===== config.mk =====
export PLATFORM = sky130hd
export DESIGN_NAME = sp_ram_be_clr
export DESIGN_NICKNAME = d
export VERILOG_FILES = /design/src/rtl/sp_ram_be_clr.sv
export SDC_FILE = /design/constraint.sdc
export NUM_CORES = 1
export LEC_CHECK = 0
export CELL_PAD_IN_SITES_DETAIL_PLACEMENT = 1
export CELL_PAD_IN_SITES_GLOBAL_PLACEMENT = 1
export CORE_ASPECT_RATIO = 0.7
export CORE_MARGIN = 2
export CORE_UTILIZATION = 40
export DETAILED_ROUTE_END_ITERATION = 7
export PLACE_DENSITY_LB_ADDON = 0.1
export REMOVE_ABC_BUFFERS = 1
export SYNTH_ARGS = -nofsm -noshare
export SYNTH_HDL_FRONTEND = slang
export SYNTH_SLANG_ARGS = --single-unit
export TNS_END_PERCENT = 1

===== constraint.sdc =====
create_clock -name clk -period 7.13 [get_ports clk]
set_input_delay 1.426 -clock clk [delete_from_list [all_inputs] [get_ports clk]]
set_output_delay 1.426 -clock clk [all_outputs]
set_load 0.02 [all_outputs]

===== src/rtl/sp_ram_be_clr.sv =====
// Single-port synchronous RAM with per-lane write enables, selectable
// read-during-write behaviour, optional output register and a clear sweep engine.
module sp_ram_be_clr #(
  parameter int Data_Width = 32,
  parameter int Addr_Width = 4,
  parameter int Lane_Width = 8,
  parameter int Rdw_Mode   = 0,
  parameter int Out_Reg    = 0,
  parameter logic [Data_Width-1:0] Init_Value = '0
) (
  input  logic                             clk,
  input  logic                             rst_n,
  input  logic                             clr,
  input  logic                             req,
  input  logic                             wr_rd_ena,
  input  logic [Addr_Width-1:0]            addr,
  input  logic [Data_Width/Lane_Width-1:0] byte_ena,
  input  logic [Data_Width-1:0]            Data_write,
  output logic [Data_Width-1:0]            Data_read,
  output logic                             rd_valid,
  output logic                             busy
);
  localparam int Lanes = Data_Width / Lane_Width;
  localparam int Depth = 1 << Addr_Width;

  if ((Data_Width % Lane_Width) != 0 || Rdw_Mode < 0 || Rdw_Mode > 2 ||
      Out_Reg < 0 || Out_Reg > 1) begin : g_param_check
    $error("sp_ram_be_clr: illegal parameter combination");
  end

  typedef enum logic {CLEAR, READY} state_e;

  function automatic logic [Data_Width-1:0] merge_lanes(
    input logic [Data_Width-1:0] old_w,
    input logic [Data_Width-1:0] new_w,
    input logic [Lanes-1:0]      be
  );
    logic [Data_Width-1:0] r;
    r = old_w;
    for (int i = 0; i < Lanes; i++)
      if (be[i]) r[i*Lane_Width +: Lane_Width] = new_w[i*Lane_Width +: Lane_Width];
    return r;
  endfunction

  logic [Data_Width-1:0] mem [Depth];
  state_e                state_q;
  logic                  busy_q;
  logic [Addr_Width-1:0] cnt_q;

  logic                  acc, wr_acc, ret;
  logic [Data_Width-1:0] old_w, new_w, ret_w;

  always_comb begin
    old_w  = mem[addr];
    new_w  = merge_lanes(old_w, Data_write, byte_ena);
    // clr has priority over a simultaneous access
    acc    = (state_q == READY) && req && !clr;
    wr_acc = acc && wr_rd_ena;
    ret    = acc && (!wr_rd_ena || Rdw_Mode != 0);
    ret_w  = (wr_rd_ena && Rdw_Mode == 1) ? new_w : old_w;
  end

  always_ff @(posedge clk) begin
    if (!rst_n) begin
      state_q <= CLEAR;
      busy_q  <= 1'b1;
      cnt_q   <= '0;
    end else begin
      case (state_q)
        CLEAR: begin
          cnt_q <= cnt_q + 1'b1;
          if (&cnt_q) begin
            state_q <= READY;
            busy_q  <= 1'b0;
          end
        end
        default: begin
          if (clr) begin
            state_q <= CLEAR;
            busy_q  <= 1'b1;
            cnt_q   <= '0;
          end
        end
      endcase
    end
  end

  always_ff @(posedge clk) begin
    if (rst_n) begin
      if (state_q == CLEAR) mem[cnt_q] <= Init_Value;
      else if (wr_acc)      mem[addr]  <= new_w;
    end
  end

  // Stage p0: array read captured at the access edge
  logic                  vld_p0_q;
  logic [Data_Width-1:0] dat_p0_q;

  always_ff @(posedge clk) begin
    if (!rst_n) begin
      vld_p0_q <= 1'b0;
      dat_p0_q <= '0;
    end else begin
      vld_p0_q <= ret;
      if (ret) dat_p0_q <= ret_w;
    end
  end

  // Stage p1: optional output register, keeps draining regardless of FSM state
  if (Out_Reg == 1) begin : g_out_reg
    logic                  vld_p1_q;
    logic [Data_Width-1:0] dat_p1_q;
    always_ff @(posedge clk) begin
      if (!rst_n) begin
        vld_p1_q <= 1'b0;
        dat_p1_q <= '0;
      end else begin
        vld_p1_q <= vld_p0_q;
        if (vld_p0_q) dat_p1_q <= dat_p0_q;
      end
    end
    assign Data_read = dat_p1_q;
    assign rd_valid  = vld_p1_q;
  end else begin : g_no_out_reg
    assign Data_read = dat_p0_q;
    assign rd_valid  = vld_p0_q;
  end

  assign busy = busy_q;

endmodule


==> key figures <==
Status
  – Status: complete, no violations

Clocking
  – # Post-CTS Setup Buffers: 0
  – Reg clk slew, reported paths: ~60 ps
  – Clock tree sinks: approximately 550
  – PostCTS Resize Cnt: 0
  – CTS Buffer Depth: 3
  – CTS tree: done
  – Later-pin clock latency in the skew report: around 600 ps
  – CTS root buf: clkbuf_16
  – CTS buffer count: 55
  – Hold-fix buffers at CTS: 0
  – Max H-tree Level: 2

Synthesis
  – Area leader, netlist: edfxtp_1
  – Post-synth EDFFs: around 510
  – Post-Synth Adder-Cell Area: less than 1%
  – Area share of the largest cell type after synthesis: between 70% and 80%
  – Mean Syn Cell Area: roughly 18 um^2
  – YS warnings: 0
  – Largest family of logic cells by synthesized area: multiplexers
  – Multiplexer area fraction after synthesis: between 10% and 20%
  – Synth Register Bits: between 500 and 600
  – Seq/Total Area, Yosys: between 70% and 80%
  – Fraction of the mapped netlist area in simple logic gates: between 2 and 2.5%
  – Top post-synthesis cells by area: edfxtp_1, mux2i_1, dfxtp_1, mux4_2, a21oi_1
  – Async SR Flop Fraction: 0%
  – Ys flop type: edfxtp_1
  – Compound-Gate Fraction of Synth Area: between 7 and 8%
  – XOR/XNOR Fraction of Synth Area: less than 1%
  – Synthesized area: between 0.02 and 0.025 mm^2
  – Synth Instances: ~1200
  – Number of library cell types mapped by synthesis: 42

Power and ir drop
  – PD cells: 268 mW/mm^2
  – Peak VDD IR: roughly 0.00017 V
  – P_leak: a little over 9 nW
  – Design Power: ~6.7 mW

Place
  – Placed cell area: between 0.02 and 0.025 mm^2
  – Port bufs: ~80
  – Routability cong.: between 0.7 and 0.8
  – DPL Wire Length: 32600 um

Die
  – Die Span Y: 198 um
  – Core ar.: around 0.053 mm^2
  – I/O pins: 79
  – Die width: around 280 um
  – Die footprint: between 0.05 and 0.06 mm^2
  – Initial Utilization: 40.3%
  – Site row count: 71

Setup path
  – Worst reg-to-reg path cell count: 4
  – Crit Path Category: input port to flip-flop
  – R2r startpoint: state_q$_SDFF_PN0_
  – Arrival time worst endpoint: 4510 ps
  – CP Max Fanout: 40
  – FF-to-FF End: mem[2][10]$_DFFE_PP_
  – Worst EP required: ~7500 ps
  – CP Capture Type: flip-flop
  – R2R Setup Slk: ~3900 ps
  – Startpoint types: input port

STA
  – Fin. Hold Viols: 0
  – Worst-Margin Slew: about 1200 ps
  – Max-slew headroom: roughly a fifth
  – Final setup fails: 0
  – Crit share post-route: 58.5%
  – Final setup TNS: 0 ps
  – Final Critical Period: between 4000 and 5000 ps
  – Max-slew violation count: 0
  – Clk_skew: about 10 ps
  – Fmax: 240 MHz
  – RSZ-0062 raised after global routing: false
  – Hold_ws: 449 ps

Detailed routing
  – Drt pass-1 iters: 7
  – Drt wl/cell: 27.0 um
  – DRC viols: 0
  – Iteration-0 DRC Markers: ~1000
  – Vias/cell: between 5 and 6
  – Via Count: roughly 12000
  – Routed WL: between 50000 and 60000 um
  – ANT nets after route: 0

Worst hold path
  – Worst hold endpoint: Data_read[19]$_SDFFE_PN0P_
  – Hold path start: Data_read[19]$_SDFFE_PN0P_
  – Hold Crit Class: flip-flop to flip-flop
  – Hold Path Depth: 2

Global routing
  – Number of global-route vias before repair: 12200
  – Largest net degree at the start of global routing: between 70 and 80
  – First-pass GRT wire length: roughly 83000 um
  – Initial antenna violation count: 0
  – GRT overflow: 0
  – Global-route usage over all layers: between 20% and 30%

Layout
  – Final Core Density: 47.1%
  – Share of layout cells above drive strength 1: approximately 14%
  – ANT cells: 0
  – Area growth, synth to finish: 17.0%
  – Nets: ~1400
  – Design Area, Final: 0.0251 mm^2

Run
  – MaxCap Viol Count: 0
[state kept, by name, summed over array words and instances, names as in the netlist]
signal     cells
busy           1
cnt_q          4
Data_read     32
rd_valid       1
state_q        1
mem          512
[Yosys cell counts, drive strengths merged (2+ instances only)]
| cell | n |
|---|---|
| dfxtp | 39 |
| o21ai | 33 |
| nor2b | 8 |
| a2bb2oi | 32 |
| a222oi | 32 |
| o22ai | 2 |
| a22oi | 32 |
| nand3 | 2 |
| buf | 32 |
| nor4bb | 2 |
| a21oi | 64 |
| clkbuf | 47 |
| nor2 | 54 |
| and2 | 3 |
| mux2i | 195 |
| a211oi | 32 |
| mux4 | 32 |
| nand2 | 41 |
| a31oi | 3 |
| edfxtp | 512 |
| inv | 6 |
[placed cells by master, fill, tap and decap left out, drive strengths merged, types with 2 or more instances in the layout]
| cell type | n |
|---|---|
| clkdlybuf4s50 | 74 |
| inv | 7 |
| clkbuf | 68 |
| nand2 | 41 |
| o22ai | 2 |
| mux4 | 32 |
| nor2b | 8 |
| a22oi | 32 |
| a31oi | 3 |
| a211oi | 32 |
| o21ai | 33 |
| nand3 | 2 |
| mux2i | 195 |
| dfxtp | 39 |
| and2 | 3 |
| clkinv | 30 |
| nor2 | 54 |
| a21oi | 64 |
| bufinv | 6 |
| nor4bb | 2 |
| a222oi | 32 |
| edfxtp | 512 |
| a2bb2oi | 32 |
| buf | 66 |
[cells by family after synthesis]
kind of cell,Yosys count
buf+inv,86
fa+ha+maj,1
compound gates,235
flops,551
xor+xnor,1
simple gates,116
mux,228
[per-stage QoR]
stage,setup WS [ps],cells
6_report,2960,2113
4_1_cts,2970,2113
5_1_grt,2790,2113
3_3_place_gp,2410,2009
2_1_floorplan,2280,1139
3_5_place_dp,2340,2009
[worst max-delay path by stage]
stage | startpoint | to | slack, ps | cells past startpoint
global placement | rst_n | mem[0][29]$_DFFE_PP_ | 2410 | 5
CTS | rst_n | mem[0][23]$_DFFE_PP_ | 2970 | 5
floorplan | req | mem[0][0]$_DFFE_PP_ | 2280 | 4
global route | rst_n | mem[2][28]$_DFFE_PP_ | 2790 | 5
finish | addr[2] | mem[3][8]$_DFFE_PP_ | 2960 | 7
detailed placement | rst_n | mem[0][21]$_DFFE_PP_ | 2340 | 5
[layer usage]
layer | part of all wire [%] | vias up | GRT usage (%)
li1 | - | 5169 | -
met1 | 48 | 6155 | 30.5
met2 | 46 | 280 | 32.5
met3 | 4.5 | 74 | 3.08
met4 | 1.9 | 0 | 5.19
met5 | 0 | - | 0
[final cells by class]
cell class | count | area [um^2]
Inverter | 7 | 26.3
Tap cell | 730 | 913
Fill cell | 5024 | 28200
Timing Repair Buffer | 140 | 1260
Clock inverter | 36 | 319
Sequential cell | 551 | 16200
Clock buffer | 68 | 1450
Multi-Input combinational cell | 581 | 5030
[report_power, final]
part	total [mW]	switching (mW)	internal [mW]
registers	3.53	0.0106	3.52
clock network	2.88	1.23	1.65
logic	0.318	0.203	0.115
total	6.73	1.44	5.29
[critical path, stage by stage]
cell	delay, ps
buf_2	590
and2_2	680
buf_4	610
a222oi_1	190
a22oi_1	390
a211oi_1	230
buf_4	290
No activity file was read; power rests on OpenSTA's default activity.
